File: src/rtl/keypad_scanner.sv
// 4x4 active-low matrix keypad scanner. It synchronizes and debounces the columns
// and emits one key code strobe per accepted press.
module keypad_scanner #(
    parameter int SCAN_DIV     = 1000,
    parameter int DEBOUNCE_CNT = 20000
) (
    input  logic       i_clk,
    input  logic       i_reset_n,
    output logic [3:0] o_row,
    input  logic [3:0] i_col,
    output logic [3:0] o_keyCode,
    output logic       o_keyValid,
    output logic       o_keyHeld,
    output logic [1:0] o_state
);

    localparam int PW = $clog2(SCAN_DIV);
    localparam int DW = $clog2(DEBOUNCE_CNT);
    localparam logic [PW-1:0] LAST_PERIOD = PW'(SCAN_DIV - 1);
    localparam logic [DW-1:0] LAST_STABLE = DW'(DEBOUNCE_CNT - 1);

    typedef enum logic [1:0] {
        ST_SCAN     = 2'd0,
        ST_DEBOUNCE = 2'd1,
        ST_PRESSED  = 2'd2
    } state_t;

    state_t        state;
    logic [1:0]    row_idx;
    logic [PW-1:0] period_cnt;
    logic [DW-1:0] stable_cnt;
    logic [DW-1:0] release_cnt;
    logic [3:0]    latched_col;
    logic [3:0]    col_meta;
    logic [3:0]    col_s;

    function automatic logic [3:0] row_drive(input logic [1:0] r);
        logic [3:0] onehot;
        onehot = 4'b0001 << r;
        return ~onehot;
    endfunction

    // Lowest-index low column wins when several columns are pressed on one row.
    function automatic logic [1:0] low_col(input logic [3:0] pat);
        if (!pat[0])      return 2'd0;
        else if (!pat[1]) return 2'd1;
        else if (!pat[2]) return 2'd2;
        else              return 2'd3;
    endfunction

    // Columns idle high, so the synchronizer resets to "no key".
    always_ff @(posedge i_clk or negedge i_reset_n) begin
        if (!i_reset_n) begin
            col_meta <= 4'hF;
            col_s    <= 4'hF;
        end else begin
            col_meta <= i_col;
            col_s    <= col_meta;
        end
    end

    always_ff @(posedge i_clk or negedge i_reset_n) begin
        if (!i_reset_n) begin
            state       <= ST_SCAN;
            row_idx     <= 2'd0;
            o_row       <= 4'b1110;
            period_cnt  <= '0;
            stable_cnt  <= '0;
            release_cnt <= '0;
            latched_col <= 4'hF;
            o_keyCode   <= 4'd0;
            o_keyValid  <= 1'b0;
            o_keyHeld   <= 1'b0;
        end else begin
            o_keyValid <= 1'b0;
            case (state)
                ST_SCAN: begin
                    if (period_cnt == LAST_PERIOD) begin
                        period_cnt <= '0;
                        if (col_s != 4'hF) begin
                            // The sample cycle is the first of the stable run.
                            latched_col <= col_s;
                            stable_cnt  <= DW'(1);
                            state       <= ST_DEBOUNCE;
                        end else begin
                            row_idx <= row_idx + 2'd1;
                            o_row   <= row_drive(row_idx + 2'd1);
                        end
                    end else begin
                        period_cnt <= period_cnt + PW'(1);
                    end
                end

                ST_DEBOUNCE: begin
                    if (col_s != latched_col) begin
                        state      <= ST_SCAN;
                        stable_cnt <= '0;
                        period_cnt <= '0;
                        row_idx    <= row_idx + 2'd1;
                        o_row      <= row_drive(row_idx + 2'd1);
                    end else if (stable_cnt == LAST_STABLE) begin
                        state       <= ST_PRESSED;
                        stable_cnt  <= '0;
                        release_cnt <= '0;
                        o_keyCode   <= {row_idx, low_col(latched_col)};
                        o_keyValid  <= 1'b1;
                        o_keyHeld   <= 1'b1;
                    end else begin
                        stable_cnt <= stable_cnt + DW'(1);
                    end
                end

                ST_PRESSED: begin
                    if (col_s == 4'hF) begin
                        if (release_cnt == LAST_STABLE) begin
                            state       <= ST_SCAN;
                            release_cnt <= '0;
                            period_cnt  <= '0;
                            row_idx     <= 2'd0;
                            o_row       <= 4'b1110;
                            o_keyHeld   <= 1'b0;
                        end else begin
                            release_cnt <= release_cnt + DW'(1);
                        end
                    end else begin
                        release_cnt <= '0;
                    end
                end

                default: begin
                    state <= ST_SCAN;
                end
            endcase
        end
    end

    assign o_state = state;

endmodule

File: config.mk
export PLATFORM = sky130hd
export DESIGN_NAME = keypad_scanner
export DESIGN_NICKNAME = d
export VERILOG_FILES = /design/src/rtl/keypad_scanner.sv
export SDC_FILE = /design/constraint.sdc
export NUM_CORES = 1
export LEC_CHECK = 0
export ABC_AREA = 1
export CAP_MARGIN = 20
export CORE_AREA = 2 2 94 96
export CTS_CLUSTER_SIZE = 10
export DETAILED_ROUTE_END_ITERATION = 8
export DIE_AREA = 0 0 96 98
export GPL_ROUTABILITY_DRIVEN = 1
export GPL_TIMING_DRIVEN = 0
export PLACE_DENSITY = 0.68
export SYNTH_ARGS = -nofsm -noshare
export SYNTH_HDL_FRONTEND = slang
export SYNTH_SLANG_ARGS = --single-unit
export TNS_END_PERCENT = 20
File: constraint.sdc
create_clock -name i_clk -period 4.9 [get_ports i_clk]
set_input_delay 0.49 -clock i_clk [delete_from_list [all_inputs] [get_ports i_clk]]
set_output_delay 0.49 -clock i_clk [all_outputs]
set_load 0.02 [all_outputs]
## After elaboration in Yosys (flattened, before gate mapping)

Cells that the tools add are included.

- Memories: 0
- Bits of input ports: 6
- Register bits after elaboration: 66
- Latch bits: 0
- Bits in read-only memories: 0
- Bits in writable memories: 0

- Order comparisons: 0
- Shifts and indexed selects: 1
- Bitwise logic cells: 2
- $mul: 0
- Eq/ne operators: 17
- Reductions and logical operators: 12
- Div/mod/pow operators: 0
- Mux-type cells: 43
- Add/sub/neg operators: 4

Operators by type and width:

| operator | count |
|---|---|
| two-way mux 15 bit | 8 |
| case mux 15 bit (2 select lines) | 2 |
| two-way mux 10 bit | 4 |
| adder 15 x 1 -> 15 bit, second input constant | 2 |
| == test 15 bit, second input constant | 2 |
| case mux 10 bit (3 select lines) | 1 |
| two-way mux 2 bit | 11 |
| two-way mux 4 bit | 5 |
| != test 2 bit, second input constant | 8 |
| case mux 2 bit (3 select lines) | 2 |
| case mux 4 bit (3 select lines) | 1 |
| AND reduction 3 bit | 4 |
| adder 10 x 1 -> 10 bit, second input constant | 1 |
| == test 10 bit, second input constant | 1 |
| AND reduction 5 bit | 2 |
| two-way mux 1 bit | 8 |
| AND reduction 6 bit | 1 |
| == test 4 bit, second input constant | 1 |
| != test 4 bit | 1 |
| != test 4 bit, second input constant | 1 |
| NOT 4 bit | 1 |
| AND reduction 4 bit | 1 |
| nonzero test 2 bit | 2 |
| << shifter 1 x 2 -> 4 bit, first input constant | 1 |
| 8 further kinds | 8 |

## Longest topological paths before layout

- Depth after elaboration: 6
- Mapped depth: 11
- Gate-level depth less buffers: 11

## Least setup slack after synthesis

Ideal clock, no wire load.

- Path kind: flip-flop to flip-flop
- From: reg state[0], in the netlist o_state[0]
- To: reg release_cnt[13]
- Clock period less this slack: 1.724 ns
- Stages on the path, launching flop included: 12
- Arrival: 1.648 ns
- Setup slack: 3.176 ns
- Library setup time: 0.076 ns
- Data required time: 4.824 ns
- Cells stage by stage: dfrtp_1 -> inv_1 -> ha_1 -> buf_2 -> inv_1 -> nor2_1 -> inv_1 -> nand2_2 -> nand2_4 -> buf_6 -> nand2_1 -> o21ai_1

- Cells in the longest elaborated chain, start to end: 3
- Elaborated cells on any way between the ends: 7

Ends and longest elaborated chain:

| item | RTL line | RTL |
|---|---|---|
| start, declared | 28 | `state_t state;` |
| start signal, assigned | 64 | `state <= ST_SCAN;` |
| start signal, assigned | 84 | `state <= ST_DEBOUNCE;` |
| start signal, assigned | 96 | `state <= ST_SCAN;` |
| == test 2 x 1 -> 1 bit / == test 2 bit (equally long branches) | 76 | `case (state)` |
| != test 2 bit (no source line) / nonzero test 2 bit (equally long branches) | n/a |  |
| AND reduction 3 bit (no source line) | n/a |  |
| end signal, assigned | 123 | `release_cnt <= release_cnt + DW'(1);` |
| end, declared | 32 | `logic [DW-1:0] release_cnt;` |

Parallel ways exist; a longest one is shown, timed or not.
A chain may end at the register's enable or synchronous reset.

## Worst setup path after layout

- From: reg o_row[1]
- To: out o_row[1]

RTL lines:

| item | RTL line | RTL |
|---|---|---|
| start, declared | 9 | `output logic [3:0] o_row,` |
| start signal, assigned | 87 | `o_row <= row_drive(row_idx + 2'd1);` |
| start signal, assigned | 100 | `o_row <= row_drive(row_idx + 2'd1);` |

No word-level cell between the ends.

==> summary.md <==
| Metric | Value |
|---|---|
| Result of the run | finished clean |
| Area post-placement | 4480 sq um |
| Critical Path Max Stage Delay | 600 ps |
| Buffer levels on the longest clock path | 2 |
| Ratio of routed vias to standard cells | about 5.2 |
| Required time of the critical path | 4410 ps |
| Number of port buffers | 17 |
| Post-synthesis compound-gate area fraction | 0.0614 |
| Share of the yosys chip area belonging to registers | 0.400 |
| Worst-path clk slew | about 80 ps |
| Internal power | between 800 and 900 uW |
| Post-synthesis instance area | approximately 4200 sq um |
| Root buffer selected by CTS | sky130_fd_sc_hd__clkbuf_8 |
| Leakage power figure | ~2.1 nW |
| Cell row count | 34 |
| Number of failing hold endpoints at the final stage | 0 |
| Number of maximum-capacitance constraint violations | 0 |
| Area inside the core boundary | 8470 sq um |
| Share of the cycle needed by the critical path after routing | 0.402 |
| Primary FF master, synth | sky130_fd_sc_hd__dfrtp_1 |
| Gate power share | 0.020 |
| Share of synthesized cell area in and, or, nand and nor gates | 0.406 |
| Final design instance area without fill | 4700 sq um |
| Clock Sink Count | between 60 and 70 |
| Largest family of logic cells by synthesized area | simple AND/OR/NAND/NOR gates |
| Worst-case clock skew | slightly above 9 ps |
| Area of the die | ~9400 sq um |
| Die Y-Extent | 98 microns |
| Count of antenna diodes in the layout | 0 |
| Sum of routed wire length over all layers | 9.03 mm |
| Multiplexer area fraction after synthesis | 0 |
| Fraction of layout instances using a drive strength above 1 | 0.173 |
| Synth Area per Inst | 7.42 sq um |
| PD cells | ~230 nW/um^2 |
| Die span in x | ~96 microns |
| Synthesis-to-finish area growth | 12.6% |
| Post-Synthesis Cells | around 560 |
| Post-synthesis cell type with the largest combined area | sky130_fd_sc_hd__dfrtp_1 |
| Hold Buf Count CTS | 0 |
| Fmax | ~510 MHz |
| Length in cells of the worst reg-to-reg path | 11 |
| Synth Warn # | 0 |
| CTS H-tree depth | 3 |
| Kind of critical path | reg2out |
| Unrepaired setup endpoints after global routing | false |
| Startpoint of the worst-slack reg-to-reg timing path | o_state[0] |
| Adder-cell area share of the yosys netlist | 0.0330 |
| Drt first pass iters | 4 |
| Number of global-route vias before repair | approximately 3600 |
| Async S/R FF share, synth | 1.00 |
| Post-route minimum period | ~2000 ps |
| Total Negative Setup Slacks | 0 ps |
| CTS tree | built |
| Number of nets in the final layout | between 600 and 700 |
| Number of DRC violations after detailed routing | 0 |
| Synthesized-area fraction occupied by xor and xnor cells | 0.0189 |
| Crit. Startpoint | o_row[1] |
| Number of gates resized after cts | 0 |
| Number of antenna violations at the first check in global routing | 0 |
| Crit-path leading delay family | buffers and inverters |
| Portion of total power attributed to the clock network | 0.479 |
| Worst-path cell with the longest stage delay | sky130_fd_sc_hd__clkdlybuf4s50_1 |
| Postcts setup bufs | 0 |
| Net switching power | approximately 260 uW |
| Slack of the worst reg-to-reg path | a little over 3000 ps |
| Maximum fanout encountered on the critical timing path | 2 |
| Unique masters post-synth | 34 |
| Drt first-iter violations | roughly 200 |
| Pre-CTS WS | between 3000 and 4000 ps |
| #FFs+latches synth | between 60 and 70 |
| Setup violations, final | 0 |
| Number of synthesized flops with an enable pin | 0 |
| Number of standard cells in the layout, taps in and fillers out | slightly above 700 |
| Critical path arrival | ~1500 ps |
| Worst VDD drop | roughly 0.23 mV |
| Sw Share | 0.232 |
| Share of power burned in registers | 0.501 |
| First-pass GRT wire length | about 16 mm |
| Placed wire-length estimate after detailed placement | approximately 6.6 mm |
| Synthesized net count | 580 |
| Total GRT Usage | 0.215 |
| Min setup slack post-route | about 2900 ps |
| Synth top cells by count | 165 x sky130_fd_sc_hd__nand2_1, 69 x sky130_fd_sc_hd__nor2_1, 61 x sky130_fd_sc_hd__nand3_1 |
| IO Pins | 18 |
| Skew-Pair Late Insertion Delay | around 360 ps |
| Clock buffers created by TritonCTS | 9 |
| Crit-path cells | clkdlybuf4s50_1 |
| Post-detailed-route count of antenna-violating nets | 0 |
| Actual transition at the worst max-transition pin | ~830 ps |
| Post-synth top area share | 0.306 |
| Relative slew margins | 0.448 |
| Sum of buffers and inverters on the critical path | 1 |
| Worst hold path type | in2async |
| Maximum number of pins on one net before global-route repair | 67 |
| Total congestion overflow | 0 |
| Largest cells by area after synthesis | sky130_fd_sc_hd__dfrtp_1 31%, sky130_fd_sc_hd__nand2_1 15%, sky130_fd_sc_hd__dfstp_2 9.4%, sky130_fd_sc_hd__nand3_1 7.3%, sky130_fd_sc_hd__nor2_1 6.2% |
| Placed cell count | 688 |
| Initial Util | 0.493 |
| Max-slew violation count | 0 |
| Kind of end point of the critical path | output port |
| Capture point of the worst reg-to-reg path | release_cnt[13] |
| Routability Congestion | about 0.9 |
| Detailed-route wire length per cell | ~13 microns |
| CP startpoint kind | flop |
| Via count | 3683 |
| Leading cell type by number of instances after synthesis | sky130_fd_sc_hd__nand2_1 |
==> worst max-delay path by stage <==
stage          slack (ps)               to  cells past startpoint
2_1_floorplan        3180  release_cnt[13]                     11
3_3_place_gp         1120  release_cnt[12]                      1
3_5_place_dp         3040  release_cnt[13]                     11
4_1_cts              2910         o_row[1]                      1
5_1_grt              2810  release_cnt[13]                     11
6_report             2930         o_row[1]                      1
==> power groups by stage <==
stage,combinational [mW],sequential (mW),clock [mW]
global route,0.0267,0.553,0.561
finish,0.0224,0.553,0.528
floorplan,0.00707,0.563,0
CTS,0.0235,0.553,0.538
detailed placement,0.0236,0.563,0
global placement,0.0235,0.563,0
==> state kept, by name, indices dropped and copies added (netlist names) <==
register	flops
stable_cnt	15
latched_col	4
o_keyCode	4
o_row	4
col_s	4
period_cnt	10
o_keyValid	1
col_meta	4
release_cnt	15
o_state	2
o_keyHeld	1
row_idx	2
==> per-stage QoR <==
stage / hold slack [ps] / utilization / power (mW)
6_report: 204 / 0.556 / 1.10
5_1_grt: 326 / 0.556 / 1.14
4_1_cts: 264 / 0.556 / 1.11
3_5_place_dp: 347 / 0.529 / 0.587
3_3_place_gp: 346 / 0.529 / 0.586
2_1_floorplan: 194 / - / 0.570
==> cell usage in the layout (no fill, tap or decap), types with 2 or more instances in the layout <==
| master | instances |
|---|---|
| sky130_fd_sc_hd__ha_1 | 11 |
| sky130_fd_sc_hd__buf_8 | 2 |
| sky130_fd_sc_hd__nand3b_1 | 3 |
| sky130_fd_sc_hd__inv_1 | 49 |
| sky130_fd_sc_hd__dfstp_2 | 15 |
| sky130_fd_sc_hd__buf_2 | 7 |
| sky130_fd_sc_hd__nand4_1 | 22 |
| sky130_fd_sc_hd__clkdlybuf4s50_1 | 16 |
| sky130_fd_sc_hd__o21ai_2 | 10 |
| sky130_fd_sc_hd__o21ai_1 | 9 |
| sky130_fd_sc_hd__nand3_2 | 6 |
| sky130_fd_sc_hd__o21ai_0 | 16 |
| sky130_fd_sc_hd__nor3_1 | 7 |
| sky130_fd_sc_hd__nor2_2 | 10 |
| sky130_fd_sc_hd__nand2_1 | 165 |
| sky130_fd_sc_hd__clkbuf_8 | 9 |
| sky130_fd_sc_hd__inv_6 | 2 |
| sky130_fd_sc_hd__clkinvlp_4 | 2 |
| sky130_fd_sc_hd__nand3_1 | 61 |
| sky130_fd_sc_hd__xnor2_1 | 3 |
| sky130_fd_sc_hd__xor2_1 | 6 |
| sky130_fd_sc_hd__nand2_2 | 8 |
| sky130_fd_sc_hd__nor2_1 | 69 |
| sky130_fd_sc_hd__dfrtp_1 | 51 |
| sky130_fd_sc_hd__nand2_4 | 7 |
| sky130_fd_sc_hd__clkinv_4 | 2 |
| sky130_fd_sc_hd__buf_6 | 3 |
| sky130_fd_sc_hd__inv_2 | 12 |
| sky130_fd_sc_hd__bufinv_16 | 2 |
==> area by class of cell <==
type                       instances  area, sq um
fill                             786         3760
timing repair buffer              17          168
clock inverter                     7          101
buffer                            12         98.8
clock buffer                       9          124
tap                              108          135
multi-input combinational        423         2170
inverter                          62          238
sequential                        66         1670
==> cells by family after synthesis <==
logic type	Yosys count
DFF	66
xor gates and xnor gates	9
AOI/OAI and AO/OA	40
adders and majority gates	11
buffers and inverters	74
and+or+nand+nor	363
==> per-layer routing <==
layer | vias up | track usage | share of wire
met1 | 1722 | 0.289 | 0.45
met3 | 20 | 0.0262 | 0.042
met5 | - | 0 | 0
met4 | 0 | 0.0989 | 0.027
li1 | 1868 | - | -
met2 | 73 | 0.343 | 0.48
No activity file was read; power rests on OpenSTA's default activity.
